===== src/rtl/frame_writer_if.sv =====
// Framebuffer write port: one request/acknowledge handshake carrying an address and a pixel word.
// The writer drives it through the master modport and the memory uses the slave modport.
interface frame_writer_if #(
  parameter int ADDR_W = 19,
  parameter int DATA_W = 24
);
  logic              mem_req;
  logic [ADDR_W-1:0] mem_addr;
  logic [DATA_W-1:0] mem_data;
  logic              mem_ack;

  modport master (output mem_req, mem_addr, mem_data, input mem_ack);
  modport slave  (input mem_req, mem_addr, mem_data, output mem_ack);
endinterface


===== src/rtl/frame_writer.sv =====
// Raster pixel sink: maps (x,y) to a linear address, queues writes in a FIFO and drains them to memory.
// Define RGB565_EN to pack pixels as 16-bit RGB565; the default build writes 24-bit RGB888 unchanged.
module frame_writer #(
  parameter int unsigned H_RES      = 640,
  parameter int unsigned V_RES      = 480,
  parameter int          ADDR_W     = 19,
  parameter int unsigned FIFO_DEPTH = 8
) (
  input  logic          clk,
  input  logic          rst_n,
  input  logic          in_valid,
  input  logic [9:0]    in_x,
  input  logic [9:0]    in_y,
  input  logic [23:0]   in_pixel,
  input  logic          in_done,
  frame_writer_if.master mem,
  output logic          frame_done,
  output logic          overflow,
  output logic [18:0]   pix_count
);

`ifdef RGB565_EN
  localparam int DATA_W = 16;
`else
  localparam int DATA_W = 24;
`endif
  localparam int PTR_W   = $clog2(FIFO_DEPTH);
  localparam int ENTRY_W = ADDR_W + DATA_W;

  typedef enum logic [1:0] {IDLE, RUN, DRAIN, DONE} state_t;

  state_t state, state_next;

  logic              accept;
  logic [ADDR_W-1:0] pix_addr;
  logic [DATA_W-1:0] pix_data;

  logic              stage_valid;
  logic [ADDR_W-1:0] stage_addr;
  logic [DATA_W-1:0] stage_data;

  logic [ENTRY_W-1:0] fifo_mem [FIFO_DEPTH];
  logic [PTR_W-1:0]   wr_ptr, rd_ptr;
  logic [PTR_W:0]     count;
  logic               fifo_empty, fifo_full;
  logic               push, pop, drop;
  logic [ENTRY_W-1:0] head;

  assign accept = ((state == IDLE) || (state == RUN)) && in_valid &&
                  (32'(in_x) < H_RES) && (32'(in_y) < V_RES);

  // Constant multiply; synthesis reduces it to shifts and adds for H_RES=640.
  assign pix_addr = ADDR_W'(in_y) * ADDR_W'(H_RES) + ADDR_W'(in_x);

`ifdef RGB565_EN
  assign pix_data = {in_pixel[23:19], in_pixel[15:10], in_pixel[7:3]};
`else
  assign pix_data = in_pixel;
`endif

  always_ff @(posedge clk) begin
    if (!rst_n) begin
      stage_valid <= 1'b0;
      stage_addr  <= '0;
      stage_data  <= '0;
    end else begin
      stage_valid <= accept;
      if (accept) begin
        stage_addr <= pix_addr;
        stage_data <= pix_data;
      end
    end
  end

  assign fifo_empty = (count == '0);
  assign fifo_full  = (count == (PTR_W+1)'(FIFO_DEPTH));
  assign pop        = mem.mem_req && mem.mem_ack;
  // A full FIFO still takes the staged entry when the head leaves in the same cycle.
  assign push       = stage_valid && (!fifo_full || pop);
  assign drop       = stage_valid && fifo_full && !pop;

  always_ff @(posedge clk) begin
    if (push) begin
      fifo_mem[wr_ptr] <= {stage_addr, stage_data};
    end
  end

  always_ff @(posedge clk) begin
    if (!rst_n) begin
      wr_ptr    <= '0;
      rd_ptr    <= '0;
      count     <= '0;
      overflow  <= 1'b0;
      pix_count <= '0;
    end else begin
      if (push) wr_ptr <= wr_ptr + PTR_W'(1);
      if (pop)  rd_ptr <= rd_ptr + PTR_W'(1);
      case ({push, pop})
        2'b10:   count <= count + (PTR_W+1)'(1);
        2'b01:   count <= count - (PTR_W+1)'(1);
        default: count <= count;
      endcase
      if (drop) overflow <= 1'b1;
      if (pop && (pix_count != '1)) pix_count <= pix_count + 19'd1;
    end
  end

  assign head         = fifo_mem[rd_ptr];
  assign mem.mem_req  = !fifo_empty;
  assign mem.mem_addr = fifo_empty ? '0 : head[ENTRY_W-1:DATA_W];
  assign mem.mem_data = fifo_empty ? '0 : head[DATA_W-1:0];

  always_ff @(posedge clk) begin
    if (!rst_n) state <= IDLE;
    else        state <= state_next;
  end

  always_comb begin
    state_next = state;
    case (state)
      IDLE:    if (in_valid) state_next = RUN;
      RUN:     if (in_done) state_next = DRAIN;
      DRAIN:   if (fifo_empty && !stage_valid && !mem.mem_req) state_next = DONE;
      DONE:    state_next = DONE;
      default: state_next = IDLE;
    endcase
  end

  assign frame_done = (state == DONE);

endmodule


===== src/flat_wrapper.sv =====
// flat-port wrapper written by rule: the top's interface ports become plain ports
module frame_writer_flat 
#(
  parameter int unsigned H_RES      = 640,
  parameter int unsigned V_RES      = 480,
  parameter int          ADDR_W     = 19,
  parameter int unsigned FIFO_DEPTH = 8
)
  (clk, rst_n, in_valid, in_x, in_y, in_pixel, in_done, frame_done, overflow, pix_count, mem_mem_req, mem_mem_addr, mem_mem_data, mem_mem_ack);
  frame_writer_if #(.ADDR_W(ADDR_W), .DATA_W((24))) mem_i ();
  input  logic clk;
  input  logic rst_n;
  input  logic in_valid;
  input  logic [9:0] in_x;
  input  logic [9:0] in_y;
  input  logic [23:0] in_pixel;
  input  logic in_done;
  output logic frame_done;
  output logic overflow;
  output logic [18:0] pix_count;
  output wire logic [$bits(mem_i.mem_req)-1:0] mem_mem_req;
  output wire logic [$bits(mem_i.mem_addr)-1:0] mem_mem_addr;
  output wire logic [$bits(mem_i.mem_data)-1:0] mem_mem_data;
  input wire logic [$bits(mem_i.mem_ack)-1:0] mem_mem_ack;
  assign mem_mem_req = mem_i.mem_req;
  assign mem_mem_addr = mem_i.mem_addr;
  assign mem_mem_data = mem_i.mem_data;
  assign mem_i.mem_ack = mem_mem_ack;
  frame_writer #(.H_RES(H_RES), .V_RES(V_RES), .ADDR_W(ADDR_W), .FIFO_DEPTH(FIFO_DEPTH)) u_core (.clk(clk), .rst_n(rst_n), .in_valid(in_valid), .in_x(in_x), .in_y(in_y), .in_pixel(in_pixel), .in_done(in_done), .mem(mem_i), .frame_done(frame_done), .overflow(overflow), .pix_count(pix_count));
endmodule

===== config.mk =====
export PLATFORM = sky130hd
export DESIGN_NAME = frame_writer_flat
export DESIGN_NICKNAME = d
export VERILOG_FILES = /design/src/rtl/frame_writer_if.sv /design/src/rtl/frame_writer.sv /design/src/flat_wrapper.sv
export SDC_FILE = /design/constraint.sdc
export NUM_CORES = 1
export LEC_CHECK = 0
export ABC_AREA = 0
export CAP_MARGIN = 5
export CORE_MARGIN = 1
export CORE_UTILIZATION = 47
export CTS_CLUSTER_SIZE = 28
export DETAILED_ROUTE_END_ITERATION = 16
export PLACE_DENSITY = 0.66
export SLEW_MARGIN = 5
export SYNTH_ARGS = -nofsm -noshare
export SYNTH_HDL_FRONTEND = slang
export SYNTH_SLANG_ARGS = --single-unit

===== constraint.sdc =====
create_clock -name clk -period 11.55 [get_ports clk]
set_clock_uncertainty 0.15 [all_clocks]
set_input_delay 1.7325 -clock clk [delete_from_list [all_inputs] [get_ports clk]]
set_output_delay 1.7325 -clock clk [all_outputs]
set_load 0.03 [all_outputs]

== Word level (Yosys, flattened, before mapping) ==
Memory sizes are Yosys's and may differ from the RTL's. A register that Yosys moved wholly into a read port is not among the register bits.
Index checks and enable logic that the tools add are counted.
Word-level totals
  memories: 1
  RAM bits: 344
  output and inout bits: 65
  input bits: 49
  flip-flop bits (word level): 76
  logic and storage cells: 60
Memory list
  u_core.fifo_mem: words 8, bits a word 43, read ports 1, clocked after memory_dff 1, wr ports 1, line frame_writer.sv:42  | logic [ENTRY_W-1:0] fifo_mem [FIFO_DEPTH];
Cells by class
  magnitude comparators: 2
  $add $sub $neg: 6
  muxes and demuxes: 11
  eq/ne operators: 10
  reductions and logical operators: 20
  multiply operators: 1
Operators with widths (count)
  two-way mux 24 bit: 1
  adder 19 x 1 -> 19 bit (second input constant): 1
  adder 19 x 10 -> 19 bit: 1
  two-way mux 19 bit: 1
  inequality test 19 bit (second input constant): 1
  multiplier 10 x 3 -> 12 bit (second input constant): 1
  logical AND 1 bit: 10
  less-than comparator 10 bit (second input constant): 1
  less-than comparator 10 x 9 -> 1 bit (second input constant): 1
  case mux 2 bit (4 select lines): 1
  case mux 4 bit (2 select lines): 1
  adder 3 x 1 -> 3 bit (second input constant): 2
  == test 2 bit (second input constant): 3
  two-way mux 2 bit: 3
  two-way mux 3 bit: 2
  adder 4 x 1 -> 4 bit (second input constant): 1
  == test 2 x 1 -> 1 bit (second input constant): 2
  == test 4 bit (second input constant): 1
  zero test 1 bit: 4
  zero test 4 bit: 1
  inequality test 2 bit (second input constant): 2
  subtractor 4 x 1 -> 4 bit (second input constant): 1
  AND reduction 3 bit: 1
  zero test 2 bit: 1
  4 further kinds: 6

== Depth between registers and ports, before layout ==
Gate-level depths: netlist (run 1).
  depth in word-level cells: 7
  gate-level depth with buffers: 12

== Least setup slack after synthesis (run 1) ==
Ideal clock, no wire load.
  path type: input to register
  start point: in mem_mem_ack
  end point: mem u_core.fifo_mem[0][0] (netlist name), enable pin
  required time: 10.903 ns
  path buffers: 0
  data arrival time: 5.100 ns
  stages on the path: 4
  library setup time: 0.497 ns
  setup slack: 5.804 ns
  path through: nand3b_1 and2_1 nand2b_1 nor3_1
On the way
  longest elaborated chain between the ends: 5
RTL lines
  start: declaration: line flat_wrapper.sv:24  | input wire logic [$bits(mem_i.mem_ack)-1:0] mem_mem_ack;
  logical AND 1 bit: line frame_writer.sv:77  | assign pop = mem.mem_req && mem.mem_ack;
  logical OR 1 bit: line frame_writer.sv:79  | assign push = stage_valid && (!fifo_full || pop);
  logical AND 1 bit: line frame_writer.sv:79
  two-way mux 1 bit: line frame_writer.sv:83  | if (push) begin
  two-way mux 1 bit (not written as such): line frame_writer.sv:84  | fifo_mem[wr_ptr] <= {stage_addr, stage_data};
  end: declaration: line frame_writer.sv:42
No other way between the ends.

==> qor.log, run 1 <==
[critical_path] class of the most critical setup path flop to output pin
[placed_design] final RePlAce weighted congestion 0.807
[clocking] postcts setup bufs 0
[layout] Antenna diodes 0
[layout] final net count 1216
[critical_path] critical path data arrival time 3900 ps
[floorplan] height of the die 192 um
[pwr] Net Sw Power 811 uW
[floorplan] count of boundary I/O pins 114
[critical_path] R2R depth 6
[timing] endpoints failing hold 0
[grt] antenna violations before repair 1
[worst_hold_path] number of stages on the worst hold path 2
[drt] detailed-route DRC error count 0
[yosys] area share of xor/xnor cells in the synthesized design 1.55%
[yosys] gate count after technology mapping 1015
[clocking] clock tree from TritonCTS yes
[yosys] synthesized cell area 16900 sq um
[yosys] share of synthesized cell area in full adder, half adder and majority cells 2.20%
[clocking] clock-pin slew reported for the worst setup and hold paths after clock tree synthesis 60 ps
[pwr] pwr/cell area 171 nW/um^2
[yosys] main combinational cell family by area after synthesis multiplexers
[yosys] net count of the mapped netlist 1092
[critical_path] kind of start point of the critical path flop
[timing] final critical delay including setup and external delays 5790 ps
[drt] DR vias/cell 5.49
[pwr] part of the total power dissipated in the clock network 38.2%
[yosys] Synth Area in Compound Gates 3.51%
[timing] max-slew violation count 0
[yosys] fraction of synthesis flops using an asynchronous set or reset pin 0%
[yosys] flip-flop and latch count after synthesis 423
[yosys] top flip-flop cell by instance count after synthesis sky130_fd_sc_hd__edfxtp_1
[clocking] Clock Root Buffer sky130_fd_sc_hd__clkbuf_16
[grt] largest net degree at the start of global routing 62
[grt] All-Layer GR Usage 19.3%
[clocking] Max H-tree Level 2
[yosys] Warnings, synthesis 0
[yosys] fraction of the yosys area taken by sequential cells 70.4%
[critical_path] critical path endpoint category output pin
[pwr] sequential cell fraction of total power 49.9%
[drt] vias after detailed routing 8969
[yosys] number of synthesized flops with an enable pin 344
[clocking] number of buffers created by CTS 43
[placed_design] final HPWL from detailed placement 18600 um
[pwr] static power due to leakage 6.35 nW
[timing] highest clock frequency the design can meet 0.173 GHz
[worst_hold_path] end point of the worst hold path u_core.overflow$_SDFFE_PN0P_
[critical_path] maximum fanout count along the critical path 52
[timing] total negative slack for setup checks 0 ps
[drt] average detailed-routed wire length per instance 21.1 um
[floorplan] Placeable Area 35500 sq um
[clocking] number of hold buffers added after cts 0
[placed_design] Buffers on Ports 113
[worst_hold_path] startpoint of the tightest hold check path u_core.overflow$_SDFFE_PN0P_
[floorplan] Initial Util 47.7%
[clocking] # resized after CTS 0
[run_status] run status finished, final reports clean
[critical_path] setup slack of the most critical reg-to-reg path 8670 ps
[critical_path] reg-to-reg critical path endpoint u_core.fifo_mem[7][35]$_DFFE_PP_
[drt] antenna-violating nets left 0
[pwr] relative contribution of combinational cells to total power 11.9%
[pwr] Pwr Total 3.41 mW
[floorplan] Die Footprint 36800 sq um
[floorplan] overall die width 192 um
[drt] final routed wirelength across all metal layers 34500 um
[floorplan] Rows 69
[critical_path] critical path required time 9670 ps
[clocking] clock latency on the worst-skew pair 530 ps
[worst_hold_path] worst min path class flop to flop
[clocking] CTS sink cnt 423
[critical_path] launch instance of the worst register-to-register path u_core.count[0]$_SDFFE_PN0P_
[drt] Detailed Routing Iterations Pass 1 5
[timing] final setup fails 0
[timing] post-route clock period utilization 50.1%
[layout] layout cell share with drive strength beyond 1 16.0%
[yosys] simple-gate share of the synthesized area 6.51%
[layout] Layout fillers 2814
[pwr] maximum ir drop on the vdd rail 0.000141 V
[placed_design] worst setup slack after placement 6170 ps
[timing] setup slack of the critical path after layout 5760 ps
[grt] via count of the first global-routing pass 9129
[pwr] switching fraction of total power 23.8%
[timing] Max-slew headroom 30.5%
[clocking] Max Root-Sink Buffers 3
[pwr] internal power contribution 2.59 mW
[grt] global-route wire length before repair 52800 um
[drt] count of routing violations after the opening detailed-route iteration 582
[yosys] share of cell area taken by muxes after synthesis 14.1%
[layout] relative area change from synthesis to final layout 17.8%
[run] max-capacitance violation count 0
[yosys] synthesized area divided by synthesized cell count 16.7 sq um
[yosys] distinct cell type count after synthesis 61
[timing] worst-margin pin slew 1040 ps
[grt] total gr overflow 0
[timing] unrepaired setup endpoints after global routing false
==> cell usage after synthesis (all sizes together) (11+ instances only) <==
library cell | number | area, sq um
a21oi | 52 | 260
buf | 15 | 91.3
clkbuf | 35 | 141
dfxtp | 79 | 1580
edfxtp | 344 | 10300
ha | 25 | 313
inv | 14 | 52.6
mux2i | 44 | 440
mux4 | 86 | 1940
nand2 | 84 | 315
nand4 | 13 | 81.3
nor2 | 93 | 349
nor3 | 11 | 55.1
o21ai | 15 | 75.1
xnor2 | 11 | 96.3
xor2 | 19 | 166
==> logic make-up after synthesis <==
logic type      Yosys count
mux                     131
simple gates            241
fa+ha+maj                28
flops                   423
buf+inv                  64
xor+xnor                 30
compound gates           98
==> cells in the final DEF, fill, tap and decap left out, types with 5 or more instances in the layout <==
master,n
sky130_fd_sc_hd__nor2_4,6
sky130_fd_sc_hd__mux4_2,86
sky130_fd_sc_hd__clkinv_2,8
sky130_fd_sc_hd__a211oi_1,8
sky130_fd_sc_hd__nor2_1,87
sky130_fd_sc_hd__edfxtp_1,344
sky130_fd_sc_hd__xnor2_1,11
sky130_fd_sc_hd__nand2_1,84
sky130_fd_sc_hd__clkinv_1,5
sky130_fd_sc_hd__clkbuf_1,15
sky130_fd_sc_hd__mux2i_1,44
sky130_fd_sc_hd__clkdlybuf4s50_1,113
sky130_fd_sc_hd__clkbuf_16,44
sky130_fd_sc_hd__dfxtp_1,76
sky130_fd_sc_hd__ha_1,25
sky130_fd_sc_hd__inv_1,13
sky130_fd_sc_hd__nand3_1,6
sky130_fd_sc_hd__buf_4,16
sky130_fd_sc_hd__o21ai_0,15
sky130_fd_sc_hd__a21oi_1,52
sky130_fd_sc_hd__nand4_1,13
sky130_fd_sc_hd__xor2_1,19
sky130_fd_sc_hd__nor3_1,9
==> worst max-delay path by stage <==
stage,to,cells after the start,slack [ps],from
after floorplan,u_core.fifo_mem[0][0]$_DFFE_PP_,4,5800,mem_mem_ack
after global placement,mem_mem_addr[10],5,6140,flop
after detailed placement,mem_mem_addr[10],5,6170,flop
after CTS,mem_mem_addr[10],5,5600,flop
after global routing,mem_mem_addr[10],5,5430,flop
final,mem_mem_addr[10],5,5760,flop
==> routing by layer <==
metal,part of all wire [%],vias to the layer above,track usage [%],wire [um]
met5,0.032,-,0,11
met4,2.0,2,5.22,703
met3,6.0,53,3.45,2060
met2,47,245,30.9,16300
met1,45,4481,27.3,15500
li1,-,4188,-,-
==> state kept, by name, indices dropped and copies added (netlist names), 2 cells and up, named ones only <==
name,cells
u_core.rd_ptr,3
u_core.stage_addr,19
u_core.wr_ptr,3
u_core.stage_data,24
u_core.fifo_mem,344
u_core.pix_count,19
u_core.state,2
u_core.count,4
==> power groups by stage <==
stage / clock network (mW) / registers, mW / logic, mW
5_1_grt: 1.38 / 1.71 / 0.438
6_report: 1.30 / 1.70 / 0.406
3_3_place_gp: 0 / 1.73 / 0.409
2_1_floorplan: 0 / 1.71 / 0.297
3_5_place_dp: 0 / 1.73 / 0.412
4_1_cts: 1.33 / 1.70 / 0.413
==> through the flow <==
step	cell area, sq um	hold slack, ps	utilization [%]	instances
finish	19900	324	56.1	1635
CTS	19900	330	56.1	1635
global placement	18600	300	52.4	1555
detailed placement	18600	312	52.4	1555
global route	19900	366	56.1	1635
floorplan	16900	312	-	1015
==> layout make-up <==
type / count / area (sq um) / share of cell area [%]
timing repair buffer: 129 / 1250 / 6.28
inverter: 14 / 52.6 / 0.264
tap: 461 / 577 / 2.90
sequential: 423 / 11900 / 59.8
multi-input combinational: 528 / 4790 / 24.0
clock inverter: 18 / 130 / 0.653
clock buffer: 62 / 1200 / 6.02
==> critical path, stage by stage, from the launching register on <==
cell and delay (ps):
sky130_fd_sc_hd__dfxtp_4 830, sky130_fd_sc_hd__buf_4 930, sky130_fd_sc_hd__mux4_2 600, sky130_fd_sc_hd__mux2i_1 280, sky130_fd_sc_hd__nor2_1 70, sky130_fd_sc_hd__clkdlybuf4s50_1 620
Power figures use the tool's default switching activity.
==> run 2: changes to the inputs <==
--- a/config.mk
+++ b/config.mk
@@ -11,7 +11,7 @@
 export CORE_UTILIZATION = 47
 export CTS_CLUSTER_SIZE = 28
 export DETAILED_ROUTE_END_ITERATION = 16
-export PLACE_DENSITY = 0.66
+export PLACE_DENSITY = 0.68
 export SLEW_MARGIN = 5
 export SYNTH_ARGS = -nofsm -noshare
 export SYNTH_HDL_FRONTEND = slang
==> constraint.sdc (replaced) <==
create_clock -name clk -period 4.91 [get_ports clk]
set_clock_uncertainty 0.15 [all_clocks]
set_input_delay 0.7365 -clock clk [delete_from_list [all_inputs] [get_ports clk]]
set_output_delay 0.7365 -clock clk [all_outputs]
set_load 0.03 [all_outputs]
==> run 2 against run 1 <==
- via count is 1.5% higher
- die area stayed put
- count of clock-buffer cells in the layout is 4 lower
==> qor.log, run 2 (synthesis gave the netlist of run 1 again) <==
[run_status] run status finished, final reports clean
[grt] antenna violations before repair 1
[floorplan] height of the die 192 um
[layout] final net count 1222
[timing] Max-slew headroom 36.0%
[clocking] Max H-tree Level 2
[clocking] # resized after CTS 0
[critical_path] kind of start point of the critical path flop
[drt] detailed-route DRC error count 0
[floorplan] Placeable Area 35500 sq um
[floorplan] Die Footprint 36800 sq um
[clocking] number of hold buffers added after cts 0
[placed_design] final RePlAce weighted congestion 0.809
[drt] antenna-violating nets left 0
[layout] leading cell type in the layout, fill and taps excluded sky130_fd_sc_hd__edfxtp_1
[layout] Largest Register u_core.fifo_mem
[placed_design] total instance count after detailed placement 1561
[layout] layout cell share with drive strength beyond 1 17.1%
[drt] vias after detailed routing 9105
[critical_path] maximum fanout count along the critical path 28
[critical_path] critical path endpoint category output pin
[timing] total negative slack for setup checks 0 ps
[critical_path] sum of buffers and inverters on the critical path 2
[clocking] clock-pin slew reported for the worst setup and hold paths after clock tree synthesis 60 ps
[timing] worst-margin pin slew 960 ps
[critical_path] launch instance of the worst register-to-register path u_core.count[0]$_SDFFE_PN0P_
[drt] Detailed Routing Iterations Pass 1 5
[grt] via count of the first global-routing pass 9270
[floorplan] Rows 69
[timing] endpoints failing hold 0
[grt] global-route wire length before repair 53700 um
[worst_hold_path] startpoint of the tightest hold check path u_core.overflow$_SDFFE_PN0P_
[timing] final setup fails 0
[pwr] maximum ir drop on the vdd rail 0.000248 V
[clocking] Clock Root Buffer sky130_fd_sc_hd__clkbuf_16
[timing] unrepaired setup endpoints after global routing false
[timing] Post-Route Hold Slack 333 ps
[clocking] postcts setup bufs 0
[grt] All-Layer GR Usage 19.4%
[critical_path] cell chain of the critical path buf_4 -> mux4_2 -> mux2i_1 -> nor2_1 -> clkdlybuf4s50_1
[timing] max-slew violation count 0
[timing] final critical delay including setup and external delays 3990 ps
[run] max-capacitance violation count 0
[drt] final routed wirelength across all metal layers 34800 um
[layout] sequential cell area 11900 sq um
[clocking] number of buffers created by CTS 43
[clocking] Max Root-Sink Buffers 3
[layout] area taken by multi-input logic gates 4790 sq um
[floorplan] Initial Util 47.7%
[timing] highest clock frequency the design can meet 0.250 GHz
[layout] largest registers u_core.fifo_mem (344), u_core.stage_data (24)
[clocking] clock latency on the worst-skew pair 520 ps
[layout] utilization after layout 56.7%
[critical_path] class of the most critical setup path flop to output pin
[placed_design] Buffers on Ports 113
[clocking] CTS sink cnt 423
[worst_hold_path] worst min path class flop to flop
[pwr] pwr/cell area 407 nW/um^2
[critical_path] cell with the biggest individual delay on the critical path sky130_fd_sc_hd__dfxtp_4
[layout] count of non-filler cells in the finished layout 1640
[critical_path] critical path required time 4020 ps
[floorplan] overall die width 192 um
[layout] relative area change from synthesis to final layout 18.9%
[clocking] clock tree from TritonCTS yes
[drt] average detailed-routed wire length per instance 21.2 um
[pwr] static power due to leakage 6.45 nW
[placed_design] final HPWL from detailed placement 20000 um
[grt] total gr overflow 0
[drt] count of routing violations after the opening detailed-route iteration 609
[critical_path] critical path data arrival time 3110 ps
[timing] post-route clock period utilization 81.3%
[floorplan] count of boundary I/O pins 114
[drt] DR vias/cell 5.55
[layout] flip-flop count of the largest register after layout 344
[layout] most used cells in the layout excluding fill and tap cells sky130_fd_sc_hd__edfxtp_1 (344), sky130_fd_sc_hd__clkdlybuf4s50_1 (113), sky130_fd_sc_hd__nor2_1 (87)
[grt] largest net degree at the start of global routing 46
[critical_path] CP top delay family buffers and inverters
[critical_path] worst stage delay on the critical path 730 ps
[layout] Layout fillers 2735
==> run 2: cell type report <==
type	instances	area share [%]
antenna	1	0.0124
inverter	14	0.261
sequential	423	59.3
clock inverter	20	1.01
multi-input combinational	528	23.8
timing repair buffer	135	6.75
clock buffer	58	6.03
tap	461	2.87
==> run 2: worst paths after layout <==
path         slack (ps)  cells after the start                           end
max                 920                      5              mem_mem_addr[15]
min                 330                      2  u_core.overflow$_SDFFE_PN0P_
min reg2reg         330                      2  u_core.overflow$_SDFFE_PN0P_
max reg2reg        2210                      8  u_core.count[3]$_SDFFE_PN0P_
==> run 2: worst min-delay path: stages (launching register included) <==
cell                      delay (ps)
sky130_fd_sc_hd__dfxtp_1         340
sky130_fd_sc_hd__a21oi_1          40
sky130_fd_sc_hd__nor2_1           70
==> run 2: per-stage QoR <==
step	power, mW	worst slack (ps)	instance area, sq um
6_report	8.19	916	20100
4_1_cts	8.27	828	20100
5_1_grt	8.48	738	20100
3_3_place_gp	5.05	1070	18700
2_1_floorplan	4.71	160	16900
3_5_place_dp	5.07	1080	18700
==> run 2: power by group <==
| group | total (mW) | internal (mW) | switching [mW] |
|---|---|---|---|
| Clock | 3.22 | 1.94 | 1.28 |
| Sequential | 3.99 | 3.90 | 0.0872 |
| Combinational | 0.979 | 0.455 | 0.524 |
| Total | 8.19 | 6.30 | 1.89 |
==> run 2: routing by layer <==
layer | part of all wire [%] | global-route usage [%] | vias to the layer above
met5 | 0 | 0 | -
met4 | 1.0 | 3.45 | 0
met3 | 6.1 | 3.82 | 30
met2 | 49 | 32.0 | 257
met1 | 44 | 27.1 | 4622
li1 | - | - | 4196
